$ cat src/rtl/spi_pkg.sv
// Shared SPI definitions: the FSM state type plus the default timing constants
// used by the ADC master, the SPI slave and the DAC driver.
package spi_pkg;

    typedef enum logic [1:0] {IDLE, SETUP, SHIFT, HOLD} spi_state_t;

    localparam int          SPI_CLK_DIV       = 20;
    localparam int          SPI_FRAME_BITS    = 16;
    localparam int          SPI_DATA_BITS     = 10;
    localparam logic [15:0] ADC_CMD           = 16'hD000;
    localparam int          ADC_SAMPLE_PERIOD = 40000;

endpackage

$ cat src/rtl/adc_spi_master_if.sv
// SPI pin bundle between an initiator (drives sck/cs_n/mosi) and a target (drives miso).
interface adc_spi_master_if;

    logic sck;
    logic cs_n;
    logic mosi;
    logic miso;

    modport master (output sck, output cs_n, output mosi, input miso);
    modport slave  (input sck, input cs_n, input mosi, output miso);

endinterface

$ cat src/rtl/sck_tick_gen.sv
// sck half-period divider: free-runs 0..CLK_DIV-1 while run is high, parked at 0 otherwise.
module sck_tick_gen #(
    parameter int CLK_DIV = 20
) (
    input  logic clk,
    input  logic reset,
    input  logic run,
    output logic tick
);

    localparam int               DIV_W   = $clog2(CLK_DIV);
    localparam logic [DIV_W-1:0] DIV_MAX = DIV_W'(CLK_DIV - 1);

    logic [DIV_W-1:0] div;

    // NOTE: sequential state uses non-blocking assignments only, so every flop
    // samples the values that existed before the clock edge.
    always_ff @(posedge clk or negedge reset) begin
        if (!reset)              div <= '0;
        else if (!run)           div <= '0;
        else if (div == DIV_MAX) div <= '0;
        else                     div <= div + 1'b1;
    end

    assign tick = (div == DIV_MAX);

endmodule

$ cat src/rtl/adc_spi_master.sv
// SPI mode-0 initiator that periodically reads one frame from a serial ADC and
// presents the low DATA_BITS bits as a sample with a one-cycle valid strobe.
module adc_spi_master
    import spi_pkg::*;
#(
    parameter int                    CLK_DIV       = SPI_CLK_DIV,
    parameter int                    FRAME_BITS    = SPI_FRAME_BITS,
    parameter int                    DATA_BITS     = SPI_DATA_BITS,
    parameter logic [FRAME_BITS-1:0] CMD           = FRAME_BITS'(ADC_CMD),
    parameter int                    SAMPLE_PERIOD = ADC_SAMPLE_PERIOD
) (
    input  logic                 clk,
    input  logic                 reset,
    input  logic                 en,
    adc_spi_master_if.master     spi,
    output logic [DATA_BITS-1:0] sample,
    output logic                 valid,
    output logic                 busy
);

    localparam int               TMR_W    = (SAMPLE_PERIOD > 1) ? $clog2(SAMPLE_PERIOD) : 1;
    localparam logic [TMR_W-1:0] TMR_LAST = TMR_W'(SAMPLE_PERIOD - 1);
    localparam int               CNT_W    = (FRAME_BITS > 1) ? $clog2(FRAME_BITS) : 1;
    localparam logic [CNT_W-1:0] BIT_LAST = CNT_W'(FRAME_BITS - 1);

    spi_state_t            state, state_d;
    logic [TMR_W-1:0]      timer;
    logic                  req, pend, tick;
    logic                  sck_q, sck_d, cs_n_q, cs_n_d, mosi_q, mosi_d, valid_d;
    logic [CNT_W-1:0]      bitcnt, bitcnt_d;
    logic [FRAME_BITS-1:0] tx, tx_d, rx, rx_d;
    logic [DATA_BITS-1:0]  sample_d;

    // Period timer is parked at 0 while disabled, so the first request lands a full period after en rises.
    always_ff @(posedge clk or negedge reset) begin
        if (!reset)                         timer <= '0;
        else if (!en || timer == TMR_LAST)  timer <= '0;
        else                                timer <= timer + 1'b1;
    end

    assign req  = en && (timer == TMR_LAST);
    assign busy = (state != IDLE);

    sck_tick_gen #(.CLK_DIV(CLK_DIV)) u_tick (
        .clk  (clk),
        .reset(reset),
        .run  (busy),
        .tick (tick)
    );

    // NOTE: every signal written here is given its hold value first, so no path
    // through the case statement can leave one unassigned and infer a latch.
    always_comb begin
        state_d  = state;
        sck_d    = sck_q;
        cs_n_d   = cs_n_q;
        mosi_d   = mosi_q;
        bitcnt_d = bitcnt;
        tx_d     = tx;
        rx_d     = rx;
        sample_d = sample;
        valid_d  = 1'b0;
        case (state)
            IDLE: if (req || pend) begin
                cs_n_d   = 1'b0;
                mosi_d   = CMD[FRAME_BITS-1];
                tx_d     = CMD << 1;
                bitcnt_d = '0;
                state_d  = SETUP;
            end
            SETUP: if (tick) begin
                sck_d   = 1'b1;
                rx_d    = (rx << 1) | FRAME_BITS'(spi.miso);
                state_d = SHIFT;
            end
            SHIFT: if (tick) begin
                sck_d = ~sck_q;
                if (!sck_q) begin
                    rx_d = (rx << 1) | FRAME_BITS'(spi.miso);
                end else if (bitcnt != BIT_LAST) begin
                    bitcnt_d = bitcnt + 1'b1;
                    mosi_d   = tx[FRAME_BITS-1];
                    tx_d     = tx << 1;
                end else begin
                    cs_n_d   = 1'b1;
                    mosi_d   = 1'b0;
                    sample_d = rx[DATA_BITS-1:0];
                    valid_d  = 1'b1;
                    state_d  = HOLD;
                end
            end
            HOLD: if (tick) state_d = IDLE;
            default: state_d = IDLE;
        endcase
    end

    // Pins are driven straight from flops so reset forces cs_n high and sck low asynchronously.
    always_ff @(posedge clk or negedge reset) begin
        if (!reset) begin
            state  <= IDLE;
            sck_q  <= 1'b0;
            cs_n_q <= 1'b1;
            mosi_q <= 1'b0;
            bitcnt <= '0;
            tx     <= '0;
            rx     <= '0;
            sample <= '0;
            valid  <= 1'b0;
            pend   <= 1'b0;
        end else begin
            state  <= state_d;
            sck_q  <= sck_d;
            cs_n_q <= cs_n_d;
            mosi_q <= mosi_d;
            bitcnt <= bitcnt_d;
            tx     <= tx_d;
            rx     <= rx_d;
            sample <= sample_d;
            valid  <= valid_d;
            // A request landing on the HOLD->IDLE cycle is carried one cycle into IDLE.
            pend   <= req && (state == HOLD) && tick;
        end
    end

    assign spi.sck  = sck_q;
    assign spi.cs_n = cs_n_q;
    assign spi.mosi = mosi_q;

    // Any other request arriving mid-frame is dropped; a legal SAMPLE_PERIOD never produces one.
    assert property (@(posedge clk) disable iff (!reset)
        !(req && busy && !(state == HOLD && tick)));

endmodule
$ cat src/flat_wrapper.sv
// flat-port wrapper written by rule: the top's interface ports become plain ports
module adc_spi_master_flat import spi_pkg::*;
#(
    parameter int                    CLK_DIV       = SPI_CLK_DIV,
    parameter int                    FRAME_BITS    = SPI_FRAME_BITS,
    parameter int                    DATA_BITS     = SPI_DATA_BITS,
    parameter logic [FRAME_BITS-1:0] CMD           = FRAME_BITS'(ADC_CMD),
    parameter int                    SAMPLE_PERIOD = ADC_SAMPLE_PERIOD
)
  (clk, reset, en, sample, valid, busy, spi_sck, spi_cs_n, spi_mosi, spi_miso);
  adc_spi_master_if spi_i ();
  input  logic clk;
  input  logic reset;
  input  logic en;
  output logic [DATA_BITS-1:0] sample;
  output logic valid;
  output logic busy;
  output wire logic [$bits(spi_i.sck)-1:0] spi_sck;
  output wire logic [$bits(spi_i.cs_n)-1:0] spi_cs_n;
  output wire logic [$bits(spi_i.mosi)-1:0] spi_mosi;
  input wire logic [$bits(spi_i.miso)-1:0] spi_miso;
  assign spi_sck = spi_i.sck;
  assign spi_cs_n = spi_i.cs_n;
  assign spi_mosi = spi_i.mosi;
  assign spi_i.miso = spi_miso;
  adc_spi_master #(.CLK_DIV(CLK_DIV), .FRAME_BITS(FRAME_BITS), .DATA_BITS(DATA_BITS), .CMD(CMD), .SAMPLE_PERIOD(SAMPLE_PERIOD)) u_core (.clk(clk), .reset(reset), .en(en), .spi(spi_i), .sample(sample), .valid(valid), .busy(busy));
endmodule
$ cat config.mk
export PLATFORM = sky130hd
export DESIGN_NAME = adc_spi_master_flat
export DESIGN_NICKNAME = d
export VERILOG_FILES = /design/src/rtl/spi_pkg.sv /design/src/rtl/adc_spi_master_if.sv /design/src/rtl/sck_tick_gen.sv /design/src/rtl/adc_spi_master.sv /design/src/flat_wrapper.sv
export SDC_FILE = /design/constraint.sdc
export NUM_CORES = 1
export LEC_CHECK = 0
export CORE_MARGIN = 2
export CORE_UTILIZATION = 55
export CTS_BUF_LIST = sky130_fd_sc_hd__clkbuf_4
export CTS_CLUSTER_DIAMETER = 30
export DETAILED_ROUTE_END_ITERATION = 10
export PLACE_DENSITY = 0.73
export SETUP_SLACK_MARGIN = 0.5
export SYNTH_ARGS = -nofsm -noshare
export SYNTH_HDL_FRONTEND = slang
export SYNTH_SLANG_ARGS = --single-unit
$ cat constraint.sdc
create_clock -name clk -period 3.4 [get_ports clk]
set_input_delay 0.68 -clock clk [delete_from_list [all_inputs] [get_ports clk]]
set_output_delay 0.68 -clock clk [all_outputs]
set_load 0.005 [all_outputs]
After elaboration in Yosys (flattened, before gate mapping)
Cells that the tools add are included.
Widths: inputs -> output; s select.
- bits in registers: 68
- output and inout bits: 15
- logic and storage cells: 90
- add/subtract/negate cells: 3
- equal/unequal tests: 14
- mux-type cells: 41
- bitwise operators: 3
- reductions and logical operators: 17
- operators by type and width (kind ; count):
    $mux 16 ; 5
    $pmux 16 s2 ; 1
    $mux 10 ; 3
    $pmux 10 s2 ; 1
    $add 16x1->16 const B ; 1
    $eq 16x16->1 const B ; 1
    $mux 4 ; 4
    $mux 1 ; 14
    $mux 2 ; 6
    $ne 2x1->1 const B ; 6
    $reduce_and 4->1 ; 3
    $mux 5 ; 2
    $or 10x1->10 ; 1
    $reduce_and 5->1 ; 2
    $pmux 2 s4 ; 1
    $pmux 4 s2 ; 1
    $pmux 1 s2 ; 3
    $reduce_and 6->1 ; 1
    $reduce_bool 2->1 ; 3
    $add 5x1->5 const B ; 1
    $eq 5x5->1 const B ; 1
    $add 4x1->4 const B ; 1
    $eq 2x2->1 const B ; 2
    $ne 2x2->1 const B ; 2
    other kinds (8) ; 12

Logic depth before layout (Yosys ltp)
- depth after elaboration: 5
- mapped depth: 9
- gate-level depth less buffers: 7

By module
From an unflattened synthesis, not the netlist that was laid out.
- cells, all modules: 220
- area, all modules: 2607.5 um2
- by module, submodules not included (module ; instances ; cells an instance ; area an instance (um2) ; seq. area each (um2)):
    adc_spi_master ; 1 ; 198 ; 2359.8 ; 1252.5
    sck_tick_gen ; 1 ; 22 ; 247.7 ; 125.1

Worst setup path before layout
No wires, ideal clock.
- path type: flip-flop to flip-flop
- start: register u_core.timer[8]
- end: register u_core.state[1]
- setup time: 0.128 ns
- arrival time: 1.904 ns
- required time: 3.272 ns
- slack: 1.368 ns
- stages on the path, launching flop included: 6
- buffers on the path: 0
- period minus slack after synthesis: 2.032 ns
- cell sequence: dfrtp_1 > or4_4 > nor4_2 > a21oi_1 > nor2_1 > mux2_1
- longest elaborated chain between the ends: 5
- RTL lines (item ; line ; RTL):
    start, declared ; adc_spi_master.sv:27 ; logic [TMR_W-1:0] timer;
    start signal, assigned ; adc_spi_master.sv:38 ; else timer <= timer + 1'b1;
    $eq 16x16->1 ; adc_spi_master.sv:41 ; assign req = en && (timer == TMR_LAST);
    $logic_and 1x1->1 ; adc_spi_master.sv:41 ;
    $logic_or 1x1->1 ; adc_spi_master.sv:64 ; IDLE: if (req || pend) begin
    $ne 2x1->1 (no source line) ; -- ;
    $reduce_and 6->1 (no source line) ; -- ;
    end signal, assigned ; adc_spi_master.sv:111 ; state <= state_d;
    end, declared ; adc_spi_master.sv:26 ; spi_state_t state, state_d;
No other way between the ends.
A chain may end at the register's enable or synchronous reset.

Worst setup path after layout
- start: register u_core.state[0]
- end: output busy
- longest elaborated chain between the ends: 1
- RTL lines (item ; line ; RTL):
    $reduce_bool 2->1 ; adc_spi_master.sv:42 ; assign busy = (state != IDLE);
    end, declared ; flat_wrapper.sv:17 ; output logic busy;
No other way between the ends.

==> results_tabular.tex <==
\begin{tabular}{lr}
\hline
Metric & Value \\
\hline
\multicolumn{2}{l}{\textbf{Yosys}} \\
Post-synth design cell area & 2567 um\^{}2 \\
Distinct cell type count of the synthesized netlist & 40 \\
Top cells by area in the synthesized netlist & dfrtp\_1, nand2\_1, mux2\_2 \\
Fraction of synthesis flops using an asynchronous set or reset pin & 1.000 \\
Ys flop type & dfrtp\_1 \\
Cells after synthesis & 251 \\
Number of storage elements in the synthesis netlist & 55 \\
Area share of the largest cell type after synthesis & 0.5263 \\
Yosys warnings & 0 \\
Synthesized netlist net count & 263 \\
Share of the yosys chip area belonging to registers & 0.5365 \\
Number of flops mapped to enable cells by yosys & 0 \\
Top cell type by total area after synthesis & dfrtp\_1 \\
Mean area per synthesized cell & 10.23 um\^{}2 \\
\multicolumn{2}{l}{\textbf{Worst hold path}} \\
Min-delay worst type & in2async \\
\multicolumn{2}{l}{\textbf{Timing}} \\
Setup repair after global routing missed its margin & no \\
Worst clock skew & 0.01118 ns \\
Post-Route Setup TNS & 0 ns \\
Worst Hold Slack & 0.2433 ns \\
Highest achievable clock rate & 0.3985 GHz \\
Share of the clock period used by the worst path after layout & 0.7380 \\
Headroom to the max-slew limit & 0.5470 \\
Tightest Pin Transition & 0.6795 ns \\
Setup-failing EPs final & 0 \\
Final worst slack & 0.8909 ns \\
Pins over their slew limit & 0 \\
Time the worst path needs with I/O delays and setup & 2.509 ns \\
Number of hold violations in the final report & 0 \\
\multicolumn{2}{l}{\textbf{Final layout}} \\
Layout net count & 282 \\
Number of diodes & 0 \\
Fraction of final layout cells with drive strength greater than 1 & 0.1070 \\
Layout Utilization & 0.6502 \\
Number of cells in the finished layout apart from fillers & 323 \\
Number of filler instances in the final layout & 374 \\
Syn-to-layout area delta & 11.79\% \\
Final non-filler cell area & 2870 um\^{}2 \\
\multicolumn{2}{l}{\textbf{Power}} \\
Maximum resistive drop on vdd & 0.2887 mV \\
PwrDens & 365.4 nW/um\^{}2 \\
Sum of internal, switching and leakage power & 1.049 mW \\
Total leakage power & 1.335 nW \\
\multicolumn{2}{l}{\textbf{Place}} \\
Placement-stage worst setup slack & 1.078 ns \\
Global placement routability congestion & 0.7880 \\
Dpl cells & 315 \\
DP HPWL & 3.145 mm \\
Placed cell area & 2789 um\^{}2 \\
Total of buffers placed on input and output ports & 18 \\
\multicolumn{2}{l}{\textbf{Detailed routing}} \\
Avg Vias per Cell & 5.520 \\
Post-DR wirelength/cell & 14.01 um \\
Total vias in the final route & 1783 \\
Antenna Violating Nets Remaining & 0 \\
Remaining routing DRC violations & 0 \\
Overall routed net length & 4.525 mm \\
First-pass iteration count of the detailed router & 4 \\
1st-iter DRT viols & 65 \\
\multicolumn{2}{l}{\textbf{Global route}} \\
Total Routing Usage GR & 0.1939 \\
Wire length of the first global-routing pass & 7.914 mm \\
Number of global-route vias before repair & 1747 \\
Number of antenna violations at the first check in global routing & 0 \\
Aggregate global routing overflow & 0 \\
Maximum number of pins on one net before global-route repair & 34 \\
\multicolumn{2}{l}{\textbf{Floorplan}} \\
Die outline width & 72.33 um \\
DIE AREA & 5231 um\^{}2 \\
Area of the core & 4414 um\^{}2 \\
Initial cell density of the core & 0.5816 \\
Count of boundary I/O pins & 19 \\
Chip height & 72.33 um \\
Row cnt & 24 \\
\multicolumn{2}{l}{\textbf{Clocking}} \\
Num CTS Buffers & 5 \\
Hold-fix buffers at CTS & 0 \\
H-tree lvl count & 2 \\
Total number of clock tree sinks & 55 \\
Clock-pin slew reported for the worst setup and hold paths after clock tree synthesis & 0.16 ns \\
Insertion delay to the later sink of the worst-skew pair & 0.38 ns \\
PostCTS Resize Cnt & 0 \\
Root Buffer Master & clkbuf\_4 \\
Maximum buffer depth of the clock tree & 2 \\
CTS tree & yes \\
Setup fix buffers added after clock tree synthesis & 0 \\
\multicolumn{2}{l}{\textbf{Status}} \\
Run status & completed \\
\multicolumn{2}{l}{\textbf{Setup path}} \\
Critical path buffers and inverters & 3 \\
Cell repeated most along the worst path & inv\_1 \\
Critical Path End Type & primary output \\
Slowest Stage Delay on Critical Path & 0.45 ns \\
Critical Path AT & 1.83 ns \\
Critical Setup Path Class & reg2out \\
Kind of cell adding the most delay to the critical path & buffers and inverters \\
Largest fanout on the critical path & 10 \\
Data required, critical path & 2.72 ns \\
CP cell instances & inv\_1, ha\_1, inv\_1, clkdlybuf4s50\_1 \\
Max stage delay cell, worst path & clkdlybuf4s50\_1 \\
Sort of element at the start of the critical path & flop \\
\multicolumn{2}{l}{\textbf{Flow run}} \\
Max capacitance violation total & 0 \\
\hline
\end{tabular}
-- placed cells by master (no fill, tap or decap), types with 2 or more instances in the layout --
cell / instances
nand4_1: 8
xor2_1: 8
or4_4: 2
nand3_1: 16
mux2i_1: 3
o21ai_2: 2
xnor2_1: 8
clkdlybuf4s50_1: 17
nor3_1: 6
inv_1: 7
mux2_2: 10
and3_1: 5
ha_1: 8
o21ai_0: 8
buf_4: 3
nor2_1: 25
dfrtp_1: 54
nand2_1: 42
and4_1: 2
clkbuf_4: 5
a21oi_1: 8
-- where the power goes --
part | switching, mW | leakage, nW | internal [mW] | total, mW
registers | 0.00459 | 0.728 | 0.659 | 0.663
clock network | 0.205 | 0.0452 | 0.155 | 0.361
logic | 0.0182 | 0.562 | 0.00707 | 0.0252
total | 0.228 | 1.33 | 0.821 | 1.05
-- cells by family after synthesis --
family                   after synthesis  share of synthesized area
multiplexers                          14                    0.05994
XOR/XNOR                              16                    0.05458
flip-flops                            55                     0.5366
AND/OR/NAND/NOR                      116                     0.2222
buffers and inverters                 16                    0.02632
AO/OA/AOI/OAI                         26                    0.06141
adder cells (fa/ha/maj)                8                    0.03899
-- layout make-up --
cell class | instances | area [um^2] | area share
Sequential cell | 55 | 1378 | 0.4799
Timing Repair Buffer | 21 | 197.7 | 0.06888
Multi-Input combinational cell | 180 | 1122 | 0.3910
Inverter | 7 | 26.28 | 0.009154
Clock inverter | 3 | 43.79 | 0.01526
Clock buffer | 5 | 37.54 | 0.01308
Tap cell | 52 | 65.06 | 0.02267
-- sequential cells by signal, indices dropped and copies added, names as in the netlist --
| signal | flops |
|---|---|
| u_core.spi.mosi | 1 |
| u_core.bitcnt | 4 |
| u_core.valid | 1 |
| u_core.u_tick.div | 5 |
| u_core.rx | 10 |
| u_core.sample | 10 |
| u_core.state | 2 |
| u_core.tx | 3 |
| u_core.timer | 16 |
| u_core.spi.cs_n | 1 |
| u_core.spi.sck | 1 |
| u_core.pend | 1 |
-- Yosys cell counts (2+ instances only) --
cell type,count
nand2_1,42
ha_1,8
buf_4,2
xor2_1,8
and4_1,2
inv_1,7
or4_4,2
o21ai_0,8
nor3_1,6
nand3_1,16
xnor2_1,8
and3_1,5
nor2_1,25
clkbuf_1,7
mux2i_1,3
a21oi_1,8
o21ai_2,2
mux2_2,10
nand4_1,8
dfrtp_1,54
-- metal layers --
metal,track usage,vias up,part of all wire
li1,-,898,-
met1,0.2673,851,0.48
met2,0.3048,27,0.48
met3,0.04306,7,0.028
met4,0.06709,0,0.016
met5,0,-,0
-- path summary, 6_finish.rpt --
path                       cells after the start  slack (ns)                  from                   end
max in group asynchronous                      2        2.38                 reset       u_core.timer[4]
setup reg to reg                               7        1.11       u_core.state[0]      u_core.bitcnt[3]
hold / removal                                 1        0.24                 reset      u_core.sample[9]
setup / recovery                               4        0.89       u_core.state[0]                  busy
min in group clk                               1        0.48  u_core.u_tick.div[0]  u_core.u_tick.div[0]
hold reg to reg                                1        0.48  u_core.u_tick.div[0]  u_core.u_tick.div[0]
Power figures use the tool's default switching activity.
